## src/rtl/hr_ctrl_pkg.sv

```systemverilog
// Shared types and helpers for the heart-rate measurement controller.
package hr_ctrl_pkg;

  localparam int BPM_W = 8;

  // Sequencer states; the numeric values are visible on the state port.
  typedef enum logic [2:0] {
    IDLE  = 3'd0,
    CLR   = 3'd1,
    COUNT = 3'd2,
    CAP   = 3'd3,
    EVAL  = 3'd4
  } state_t;

  // Clamp a scaled pulse count into the 8-bit rate range.
  function automatic logic [BPM_W-1:0] sat_bpm(input logic [15:0] prod);
    return (prod > 16'd255) ? {BPM_W{1'b1}} : prod[BPM_W-1:0];
  endfunction

endpackage

```

## src/rtl/hr_window_timer.sv

```systemverilog
// Fixed-length measurement window: prescaler to 1 s ticks, then a seconds
// counter. done pulses on the last run cycle of the window.
module hr_window_timer #(
  parameter int TICK_DIV = 10_000_000,
  parameter int WIN_SEC  = 15
) (
  input  logic clk,
  input  logic rst,
  input  logic restart,
  input  logic run,
  output logic done
);
  localparam int PRE_W = (TICK_DIV > 1) ? $clog2(TICK_DIV) : 1;
  localparam int SEC_W = (WIN_SEC > 1) ? $clog2(WIN_SEC) : 1;
  localparam logic [PRE_W-1:0] PRE_LAST = PRE_W'(TICK_DIV - 1);
  localparam logic [SEC_W-1:0] SEC_LAST = SEC_W'(WIN_SEC - 1);

  logic [PRE_W-1:0] pre;
  logic [SEC_W-1:0] sec;
  logic             tick;

  assign tick = run && (pre == PRE_LAST);
  assign done = tick && (sec == SEC_LAST);

  // Prescaler wraps each second; seconds wrap at window end so a missed
  // restart still yields correctly sized windows.
  always_ff @(posedge clk) begin
    if (rst || restart) begin
      pre <= '0;
      sec <= '0;
    end else if (run) begin
      if (tick) begin
        pre <= '0;
        sec <= (sec == SEC_LAST) ? '0 : sec + 1'b1;
      end else begin
        pre <= pre + 1'b1;
      end
    end
  end

endmodule

```

## src/rtl/hr_meas_ctrl.sv

```systemverilog
// Heart-rate measurement sequencer: runs one counting window on the pulse
// datapath, scales the captured count to bpm and keeps a sticky rate alarm.
module hr_meas_ctrl
  import hr_ctrl_pkg::*;
#(
  parameter int TICK_DIV = 10_000_000,
  parameter int WIN_SEC  = 15,
  parameter int MIN_BPM  = 40
) (
  input  logic             clk,
  input  logic             rst,
  input  logic             start,
  input  logic             cls,
  input  logic [BPM_W-1:0] set_pulso,
  input  logic [7:0]       cnt_in,
  output logic             clear,
  output logic             en_count,
  output logic             en_cap,
  output logic [BPM_W-1:0] bpm,
  output logic             bpm_valid,
  output logic             alarm,
  output logic             busy,
  output logic [2:0]       state
);
  localparam int               BPM_MULT = 60 / WIN_SEC;
  localparam logic [15:0]      MULT_W   = 16'(BPM_MULT);
  localparam logic [BPM_W-1:0] MIN_B    = BPM_W'(MIN_BPM);
  localparam bit               LOW_EN   = (MIN_BPM != 0);

  // The window must be a whole fraction of a minute for integer scaling.
  generate
    if ((60 % WIN_SEC) != 0) begin : g_bad_win
      $error("hr_meas_ctrl: WIN_SEC must divide 60");
    end
  endgenerate

  state_t           cur, nxt;
  logic             start_q;
  logic             start_edge;
  logic             win_done;
  logic [15:0]      prod;
  logic [BPM_W-1:0] bpm_new;
  logic             hi_flag;
  logic             lo_flag;

  assign start_edge = start & ~start_q;

  hr_window_timer #(
    .TICK_DIV (TICK_DIV),
    .WIN_SEC  (WIN_SEC)
  ) u_timer (
    .clk     (clk),
    .rst     (rst),
    .restart (cur == CLR),
    .run     (cur == COUNT),
    .done    (win_done)
  );

  // Rate arithmetic on the captured count; only consumed while in EVAL.
  assign prod    = {8'd0, cnt_in} * MULT_W;
  assign bpm_new = sat_bpm(prod);
  assign hi_flag = (bpm_new > set_pulso);
  assign lo_flag = LOW_EN && (bpm_new < MIN_B);

  // Moore strobes decoded straight from the state register.
  assign clear    = (cur == CLR);
  assign en_count = (cur == COUNT);
  assign en_cap   = (cur == CAP);
  assign busy     = (cur != IDLE);
  assign state    = cur;

  // Start edge detector and state register.
  always_ff @(posedge clk) begin
    if (rst) begin
      start_q <= 1'b0;
      cur     <= IDLE;
    end else begin
      start_q <= start;
      cur     <= nxt;
    end
  end

  // Next-state logic; cls overrides every transition.
  always_comb begin
    nxt = cur;
    if (cls) begin
      nxt = IDLE;
    end else begin
      case (cur)
        IDLE:    if (start_edge) nxt = CLR;
        CLR:     nxt = COUNT;
        COUNT:   if (win_done) nxt = CAP;
        CAP:     nxt = EVAL;
        EVAL:    nxt = start ? CLR : IDLE;
        default: nxt = IDLE;
      endcase
    end
  end

  // Result registers: bpm holds between runs, alarm is sticky until cls/rst,
  // and a cls in EVAL drops that run's result entirely.
  always_ff @(posedge clk) begin
    if (rst || cls) begin
      bpm       <= '0;
      bpm_valid <= 1'b0;
      alarm     <= 1'b0;
    end else begin
      bpm_valid <= (cur == EVAL);
      if (cur == EVAL) begin
        bpm   <= bpm_new;
        alarm <= alarm | hi_flag | lo_flag;
      end
    end
  end

endmodule

```

## config.mk

```make
export PLATFORM = sky130hd
export DESIGN_NAME = hr_meas_ctrl
export DESIGN_NICKNAME = d
export VERILOG_FILES = /design/src/rtl/hr_ctrl_pkg.sv /design/src/rtl/hr_window_timer.sv /design/src/rtl/hr_meas_ctrl.sv
export SDC_FILE = /design/constraint.sdc
export NUM_CORES = 1
export LEC_CHECK = 0
export ABC_AREA = 1
export CORE_MARGIN = 4
export CORE_UTILIZATION = 45
export DETAILED_ROUTE_END_ITERATION = 7
export PLACE_DENSITY = 0.71
export SKIP_LAST_GASP = 1
export SLEW_MARGIN = 30
export SYNTH_ARGS = -nofsm -noshare
export SYNTH_HDL_FRONTEND = slang
export SYNTH_HIERARCHICAL = 1
export SYNTH_SLANG_ARGS = --single-unit
```

## constraint.sdc

```tcl
create_clock -name clk -period 1.8 [get_ports clk]
set_input_delay 0.36 -clock clk [delete_from_list [all_inputs] [get_ports clk]]
set_output_delay 0.36 -clock clk [all_outputs]
set_load 0.03 [all_outputs]
```

# After elaboration in Yosys (flattened, before gate mapping)
# Index checks and enable logic that the tools add are counted.
[op_classes]
addsub = 2
magnitude_cmp = 3
n_eq_ne = 8
muxes = 7
bitwise = 4
n_reduce_logical = 9
[op_table]
columns = ["cell", "n"]
rows = [
  ["24-bit by 1-bit adder with 24-bit output (second input constant)", 1],
  ["24-bit equality test (second input constant)", 1],
  ["24-bit 2-to-1 mux", 1],
  ["3-bit case mux with 5 select lines", 1],
  ["10-bit by 8-bit greater-than comparator with 1-bit output (second input constant)", 1],
  ["8-bit greater-than comparator", 1],
  ["8-bit by 6-bit less-than comparator with 1-bit output (second input constant)", 1],
  ["8-bit 2-to-1 mux", 1],
  ["3-bit by 2-bit equality test with 1-bit output (second input constant)", 2],
  ["3-bit 2-to-1 mux", 2],
  ["4-bit by 1-bit adder with 4-bit output (second input constant)", 1],
  ["4-bit equality test (second input constant)", 1],
  ["4-bit 2-to-1 mux", 1],
  ["2-bit inequality test (second input constant)", 2],
  ["2-bit AND reduction", 2],
  ["3-bit by 1-bit equality test with 1-bit output (second input constant)", 1],
  ["3-bit equality test (second input constant)", 1],
  ["3-bit logical NOT", 1],
  ["3-bit nonzero test", 1],
  ["1-bit logical AND", 2],
  ["1-bit logical OR", 2],
  ["1-bit OR", 2],
  ["2-bit OR reduction", 1],
  ["1-bit AND", 1],
  ["other kinds (2)", 2],
]
[word_totals]
reg_bits = 42
inputBits = 20
output_inout_bits = 17
elab_cells = 40

# Depth between registers and ports, before layout
# Gate-level depths: netlist of the first run.
[logic_depth]
depth_word = 5
ltp_mapped = 14
ltp_nobuf = 14

# Hierarchy
# The synthesis of the first run kept the hierarchy.
[by_module_without_submodules]
columns = ["module", "n_inst", "cells_per_inst", "area_per_inst_um2", "seq_area_each_um2"]
rows = [
  ["hr_window_timer", 1, 271, 1654.1, 560.5],
  ["hr_meas_ctrl", 1, 115, 763.2, 260.2],
]

# Worst setup path after synthesis of the first run
# Ideal clock, no wire load.
[synth_path]
path_kind = "reg-to-reg"
startpoint = "register cur[2] (netlist: state[2])"
endpoint = "register u_timer.pre[13]"
t_arrival_ns = 1.837
t_required_ns = 1.687
setup_slack_ns = -0.149
path_stages_with_launch = 15
n_path_buf = 2
cell_sequence = "dfxtp_1 > nor2_1 > nand2_1 > inv_1 > buf_4 > nand2_1 > inv_1 > nand2_1 > nor2_2 > nand3_2 > nand2_2 > inv_2 > buf_6 > nand2_1 > nor2_1"
[synth_between]
elab_chain_len = 3
elab_cells_between_ends = 5
classes_between = "eq/ne (2); mux (1); reduce/logical (2)"
[synth_lines]
columns = ["element", "line", "source"]
rows = [
  ["start, declared", "hr_meas_ctrl.sv:37", "state_t cur, nxt;"],
  ["start signal, assigned", "hr_meas_ctrl.sv:79", "cur <= nxt;"],
  ["3-bit by 2-bit equality test with 1-bit output (*)", "--", ""],
  ["net en_count", "hr_meas_ctrl.sv:17", "output logic en_count,"],
  ["1-bit logical AND", "hr_window_timer.sv:22", "assign tick = run && (pre == PRE_LAST);"],
  ["24-bit 2-to-1 mux", "hr_window_timer.sv:32", "if (tick) begin"],
  ["end signal, assigned", "hr_window_timer.sv:36", "pre <= pre + 1'b1;"],
  ["end, declared", "hr_window_timer.sv:18", "logic [PRE_W-1:0] pre;"],
]
# Mark *: on every way through the listed nets, which the timed path passes. The rest lies on a longest branch.
# A chain may end at the register's enable or synchronous reset.

# Worst setup path in the final report of the first run
[layout_path]
startpoint = "register cur[2] (netlist: state[2])"
endpoint = "output state[2]"
[layout_lines]
columns = ["element", "line", "source"]
rows = [
  ["end, declared", "hr_meas_ctrl.sv:23", "output logic [2:0] state"],
]
# No word-level cell between the ends.

==> results of run 1 <==
cells by family after synthesis:
group / count (synthesis) / synth area share (%)
flip-flops: 41 / 34.0
AO/OA/AOI/OAI: 35 / 7.76
AND/OR/NAND/NOR: 230 / 41.8
XOR/XNOR: 5 / 1.81
adder cells (fa/ha/maj): 6 / 3.11
buffers and inverters: 69 / 11.5
per-stage QoR:
step,setup slack [ps],instance area (µm²)
floorplan,15.5,2420
global placement,-391,2940
detailed placement,-408,2940
CTS,15.5,3020
global route,-13.5,3090
finish,76.4,3090
timing repair:
item	4_1_cts	5_1_grt
resized for setup	6	16
setup endpoints to repair	5	24
pin swaps	0	1
buffers inserted	0	2
sequential cells by signal, indices dropped and copies added (netlist names):
signal	cells
bpm_valid	1
u_timer/pre	24
u_timer/sec	4
bpm	7
start_q	1
state	3
alarm	1
layout make-up:
| class | count | area (µm²) |
|---|---|---|
| Inverter | 64 | 245 |
| Timing Repair Buffer | 52 | 470 |
| Tap cell | 70 | 87.6 |
| Multi-Input combinational cell | 276 | 1380 |
| Clock buffer | 7 | 86.3 |
| Sequential cell | 41 | 826 |
| Fill cell | 484 | 2080 |
power groups by stage:
stage               registers [W]  clock network, W   logic, W
CTS                      0.000913          0.000616   0.000188
global placement         0.000935                 0   0.000189
finish                   0.000914          0.000596   0.000201
global route             0.000914          0.000661   0.000223
floorplan                0.000938                 0  0.0000978
detailed placement       0.000935                 0   0.000191
worst reg2reg max path, cell delays in order (launching register included):
cell	delay, ps
dfxtp_2	360
nor2_2	140
nand2_2	90
inv_4	90
buf_4	150
nand2_1	100
nor2_2	160
nand2_2	100
nor2_4	130
nand2_1	110
o21ai_1	120
nor2_1	50
cell usage in the layout (no fill, tap or decap), drive strengths merged:
| cell | Yosys | final |
|---|---|---|
| nand2 | 95 | 95 |
| nor2 | 84 | 84 |
| inv | 64 | 64 |
| dfxtp | 41 | 41 |
| clkdlybuf4s50 | 0 | 30 |
| nand3 | 28 | 28 |
| buf | 5 | 16 |
| o21ai | 16 | 16 |
| a21oi | 14 | 14 |
| nor3 | 11 | 11 |
| clkbuf | 0 | 8 |
| or2 | 6 | 6 |
| ha | 6 | 6 |
| nand4 | 5 | 5 |
| dlygate4sd2 | 0 | 4 |
| xor2 | 4 | 4 |
| a31oi | 2 | 2 |
| o21bai | 1 | 1 |
| o21a | 1 | 1 |
| clkdlybuf4s15 | 0 | 1 |
| o22ai | 1 | 1 |
| nor3b | 1 | 1 |
| xnor2 | 1 | 1 |
routing by layer:
layer,global-route usage [%],share of wire (%)
met1,25.8,50
met2,29.8,45
met3,3.88,4.2
met4,5.24,0.86
met5,0,0
cell usage after synthesis:
library cell / instances / share of area (%)
o21ai_0: 15 / 3.1
nor3_2: 1 / 0.41
or2_2: 5 / 1.3
nand2_2: 7 / 1.8
or2_4: 1 / 0.36
dfxtp_1: 41 / 34
o21a_1: 1 / 0.31
o22ai_1: 1 / 0.26
buf_4: 3 / 0.93
nand4_1: 5 / 1.3
nand3_1: 27 / 5.6
buf_2: 1 / 0.21
a31oi_1: 2 / 0.52
o21ai_2: 1 / 0.36
inv_2: 2 / 0.31
nor2_2: 6 / 1.6
o21bai_1: 1 / 0.31
nand3_2: 1 / 0.41
nand2_1: 88 / 14
xor2_1: 4 / 1.4
a21oi_1: 14 / 2.9
nor2_4: 3 / 1.4
ha_1: 6 / 3.1
inv_1: 62 / 9.6
xnor2_1: 1 / 0.36
buf_6: 1 / 0.47
nor3b_1: 1 / 0.31
nor3_1: 10 / 2.1
nor2_1: 75 / 12
how the worst max path moves through the flow:
stage	from	endpoint	slack [ps]	cells past startpoint
final	state[2]	state[2]	80	1
after global routing	cnt_in[6]	alarm	-10	13
after CTS	state[0]	en_count	20	4
after detailed placement	cnt_in[6]	alarm	-410	14
after global placement	cnt_in[6]	alarm	-390	14
after floorplan	state[0]	u_timer/pre[13]	20	14
==> results by group, run 1 <==
Outcome
  • Run status: completed

Route
  • Initial DRC Count: 137
  • Post-route DRC: 0
  • Avg WL per Cell: 11.2 µm
  • Via count: 2445
  • Vias per inst: 4.79
  • Detailed Routing Iterations Pass 1: 4
  • WL final: 5720 µm
  • Antenna-violating nets left: 0

Run
  • Max cap viols: 0

Power
  • Seq pwr share: 53.4%
  • P per Cell Area: 553 mW/mm²
  • Worst VDD drop: 0.000462 V
  • Leak: 1.34 nW
  • Sw Ratio: 23.2%
  • Net Switching: 0.000397 W
  • Power share of the clock group: 34.8%
  • Final Power: 0.00171 W
  • Int Power: 0.00131 W
  • Part of the power in combinational logic: 11.7%

Timing
  • Max Freq: 0.580 GHz
  • Hold_ws: 462 ps
  • Setup tns final: 0 ps
  • Final period utilization: 95.8%
  • Fin. Hold Viols: 0
  • Minimum clock period: 1720 ps
  • Final setup viols: 0
  • Slew HR: 75.8%
  • Clock skew: 7.62 ps
  • Slew Limit Fails: 0
  • Least-Margin Pin Slew: 360 ps

Final layout
  • Final #Nets: 466
  • Area grow syn2layout: 27.9%
  • Layout cells sized above 1: 14.1%
  • Final Util: 59.8%
  • Final antenna diode count: 0
  • Post-Layout Cell Count: 510

Min path
  • Hold path start: alarm
  • Min-delay worst type: reg -> reg
  • Hold-critical path endpoint: alarm
  • Hold Path Depth: 2

Critical path
  • R2r endpoint: u_timer/pre[14]
  • Slowest-stage cell, CP: clkdlybuf4s50_1
  • CP Cell Sequence: clkdlybuf4s50_1
  • Critical Path RT: 1440 ps
  • CP Capture Type: output port
  • Arrival time worst endpoint: 1360 ps
  • Bufs and invs on worst path: 1
  • Max stage delay on crit path: 690 ps
  • CP max FO: 6
  • WS Path Type: reg -> out
  • Critical path startpoint category: flip-flop
  • R2R setup slack: 110 ps
  • Critical path's top delay family: buffers and inverters
  • Worst-case reg-to-reg path depth: 11
  • Worst r2r src: state[2]

Clock tree
  • CTS Root Cell: clkbuf_8
  • CTS tree: yes
  • Sinks on the clock net: 41
  • Skew-Pair Late Insertion Delay: 290 ps
  • Reg clk slew, reported paths: 70 ps
  • CTS H-tree depth: 2
  • Cts hold-fix bufs: 0
  • Max Root-Sink Buffers: 2
  • CTS buffer count: 5

GRT
  • Vias in the first global route: 2285
  • Largest net degree at the start of global routing: 12
  • Initial antenna violation count: 0
  • Total gr overflow: 0
  • First-pass GRT wire length: 9800 µm
  • Gr usage total: 18.8%

Synthesis
  • Synth Cell Area: 0.00242 mm²
  • Synth Register Bits: 41
  • Post-synthesis sequential area ratio: 34.0%
  • Mapped Nets: 412
  • Mean Syn Cell Area: 6.26 µm²
  • Library cells used by synthesis: 29
  • Syn Inst Count: 386
  • Yosys warns: 6

Die
  • Starting Density: 46.7%
  • Number of I/O pins: 37
  • # rows: 26
  • Die H: 81.3 µm
  • CORE AREA: 0.00517 mm²
  • Die Outline Area: 0.00661 mm²
  • Die extent in x: 81.3 µm

Placement
  • HPWL after DPL: 4470 µm
  • Placer Congestion: 0.881
  • Port bufs: 36
  • # placed instances: 501
Power figures use the tool's default switching activity.
==> run 2: changes to the inputs <==
ABC_AREA = 0   (was 1)
PLACE_DENSITY = 0.72   (was 0.71)
==> run 2 against run 1 <==
The run now ends with setup timing left. Fmax fell by 5.9%. Synthesized cell count fell by 34%. Critical path depth rose by 6. Critical path type is now reg -> reg. Critical endpoint is now state[0].
==> results by group, run 2 <==
Critical path
  • Critical path startpoint category: flip-flop
  • Max stage delay on crit path: 480 ps (-210 ps)
  • WS Path Type: reg -> reg
  • Worst-case reg-to-reg path depth: 7 (-4)
  • Critical path depth: 7 (+6)
  • Critical path's top delay family: simple AND/OR/NAND/NOR gates
  • CP Capture Type: flip-flop
  • Arrival time worst endpoint: 2050 ps (+690 ps)
  • Bufs and invs on worst path: 1 (unchanged)
  • CP Cell Sequence: nor3_4, nand2_2, or4_4, buf_4, nor4_2, a32oi_1, nor3_1
  • Critical Path RT: 2020 ps (+580 ps)
  • Slowest-stage cell, CP: or4_4
  • CP max FO: 7 (+1)

Timing
  • Clock skew: 9.08 ps (+1.46 ps)
  • Unrepaired setup endpoints after global routing: true
  • Slew HR: 77.4% (+1.6 points)
  • Max Freq: 0.546 GHz (-5.9%)
  • Final setup viols: 2 (+2)
  • Least-Margin Pin Slew: 334 ps (-25.3 ps)
  • Fin. Hold Viols: 0 (unchanged)
  • Minimum clock period: 1830 ps (+109 ps)
  • Setup ws final: -32.4 ps (-109 ps)
  • Slew Limit Fails: 0 (unchanged)
  • Final period utilization: 102% (+6.0 points)

Final layout
  • Fill cells: 350 (-28%)
  • Area grow syn2layout: 46.9%
  • Final #Nets: 352 (-24%)
  • Top reg by flops: u_timer/pre
  • Layout cells sized above 1: 30.0% (+16 points)
  • Largest register FFs: 24 (unchanged)
  • Final antenna diode count: 0 (unchanged)
  • Commonest cells after routing, fill and taps aside: 38 x dfxtp_1, 38 x buf_4, 26 x nor2_1
  • Largest regs: u_timer/pre x24, bpm x7, u_timer/sec x4
  • Post-Layout Cell Count: 379 (-26%)

Power
  • Leak: 1.10 nW (-18%)
  • P per Cell Area: 595 mW/mm² (+7.6%)
  • Worst VDD drop: 0.000271 V (-41%)

GRT
  • Vias in the first global route: 2048 (-10%)
  • Initial antenna violation count: 0 (unchanged)
  • Gr usage total: 18.5% (-0.36 points)
  • Total gr overflow: 0 (unchanged)
  • First-pass GRT wire length: 9180 µm (-6.4%)
  • Largest net degree at the start of global routing: 23 (+11)

Die
  • Die extent in x: 77.0 µm (-5.3%)
  • Die Outline Area: 0.00593 mm² (-10%)
  • Number of I/O pins: 37 (unchanged)
  • # rows: 24 (-7.7%)
  • Starting Density: 47.8% (+1.1 points)
  • CORE AREA: 0.00447 mm² (-13%)
  • Die H: 77.0 µm (-5.3%)

Placement
  • # placed instances: 366 (-27%)
  • Placer Congestion: 0.843 (-4.3%)
  • Place WS: -545 ps (-138 ps)
  • HPWL after DPL: 4000 µm (-11%)
  • Port bufs: 36 (unchanged)

Route
  • Avg WL per Cell: 14.7 µm (+31%)
  • Initial DRC Count: 132 (-3.6%)
  • Post-route DRC: 0 (unchanged)
  • Antenna-violating nets left: 0 (unchanged)
  • Via count: 2170 (-11%)
  • WL final: 5580 µm (-2.4%)
  • Detailed Routing Iterations Pass 1: 4 (unchanged)
  • Vias per inst: 5.73 (+19%)

Synthesis
  • Yosys warns: 6 (unchanged)
  • Post-synth EDFFs: 0 (unchanged)
  • Fraction of synthesized cell area taken by the top area cell type: 38.3% (+4.4 points)
  • Count leader, synth: dfxtp_1
  • Synth Register Bits: 41 (unchanged)
  • Post-synth ARST share: 0% (unchanged)
  • Top cells by area, synth: dfxtp_1 38%, a21oi_1 4.7%, nor2_1 4.6%, xnor2_1 4.5%, ha_1 3.5%
  • Library cells used by synthesis: 44 (+52%)
  • Mean Syn Cell Area: 8.46 µm² (+35%)
  • Synth Cell Area: 0.00214 mm² (-11%)
  • Mapped Nets: 279 (-32%)
  • Most used DFF post-synth: dfxtp_1
  • Syn Inst Count: 253 (-34%)
  • Cell taking the most area after synthesis: dfxtp_1
  • Post-synthesis sequential area ratio: 38.3% (+4.4 points)
  • Most common library cells after synthesis: 41 x dfxtp_1, 26 x nor2_1, 20 x a21oi_1

Clock tree
  • CTS Root Cell: clkbuf_8
  • CTS tree: yes
  • CTS H-tree depth: 2 (unchanged)
  • Reg clk slew, reported paths: 80 ps (about the same)
  • Max Root-Sink Buffers: 2 (unchanged)
  • Cts hold-fix bufs: 0 (unchanged)
  • Sinks on the clock net: 41 (unchanged)
  • Skew-Pair Late Insertion Delay: 290 ps (about the same)
  • CTS buffer count: 5 (unchanged)

Outcome
  • Run status: complete, but fails checks
  • Failing checks: setup timing

Run
  • Max cap viols: 0 (unchanged)

Min path
  • Hold Path Depth: 2 (unchanged)
  • Min-delay worst type: reg -> reg
-- run 2: cell count changes in the layout (fill, tap and decap cells not counted), sizes merged, moves of 6 or more --
cell / previous run / this run
nand2: 95 / 11
nor2: 84 / 27
inv: 64 / 14
buf: 16 / 46
nand3: 28 / 8
or3: 0 / 13
xnor2: 1 / 11
clkdlybuf4s50: 30 / 23
nor4: 0 / 7
o31ai: 0 / 7
or4: 0 / 7
a21oi: 14 / 20
o21ai: 16 / 10
-- run 2: final cells by class --
class,count,area (µm²),share of cell area [%]
clock inverter,1,30.0,0.955
multi-input combinational,187,1420,45.2
sequential,41,827,26.3
tap,52,65.1,2.07
inverter,14,55.1,1.75
timing repair buffer,77,658,20.9
clock buffer,7,86.3,2.75
-- run 2: tightest hold or removal path: cells and delay by family, from the launching register on --
kind            cells  cell delay, ps
flops               1             330
compound gates      2             110
-- run 2: per-stage QoR --
stage | TNS [ps] | hold slack (ps) | power (W) | instance area (µm²) | util, %
after global placement | -952 | 468 | 0.00111 | 2870 | 64.1
after CTS | -34.1 | 485 | 0.00187 | 3060 | 68.3
after global routing | -528 | 520 | 0.00195 | 3140 | 70.3
after floorplan | -9570 | 432 | 0.00102 | 2230 | -
after detailed placement | -1290 | 472 | 0.00111 | 2870 | 64.1
final | -47.1 | 486 | 0.00187 | 3140 | 70.3
-- run 2: what timing repair did --
item,in CTS,in global routing
buffers inserted,3,2
resized for setup,31,27
pin swaps,20,17
endpoints found under the setup margin,20,33
-- run 2: kinds of logic (layout without fill, tap and decap cells) --
kind of cell | after synthesis | count (layout) | synth area share [%]
muxes | 4 | 4 | 1.87
buffers and inverters | 25 | 99 | 5.67
xor gates and xnor gates | 14 | 14 | 5.73
and+or+nand+nor | 114 | 114 | 30.5
DFF | 41 | 41 | 38.3
AOI/OAI and AO/OA | 49 | 49 | 14.4
adders and majority gates | 6 | 6 | 3.51
-- run 2: layer usage --
layer | part of all wire, % | global-route usage (%) | wire length (µm)
met1 | 46 | 22.9 | 2600
met2 | 48 | 31.2 | 2680
met3 | 4.1 | 4.68 | 228
met4 | 1.3 | 6.05 | 75
met5 | 0 | 0 | 0
-- run 2: path summary, 6_finish.rpt --
kind / end / slack (ps) / from
hold reg to reg: u_timer/pre[23] / 490 / u_timer/pre[23]
hold / removal: u_timer/pre[23] / 490 / u_timer/pre[23]
setup / recovery: state[0] / -30 / state[2]
setup reg to reg: state[0] / -30 / state[2]
-- run 2: where the power goes --
| group | switching, W | internal (W) | leakage, nW |
|---|---|---|---|
| clock network | 0.000314 | 0.000452 | 0.0585 |
| registers | 0.00000202 | 0.000908 | 0.332 |
| logic | 0.0000933 | 0.000103 | 0.708 |
| total | 0.000409 | 0.00146 | 1.10 |
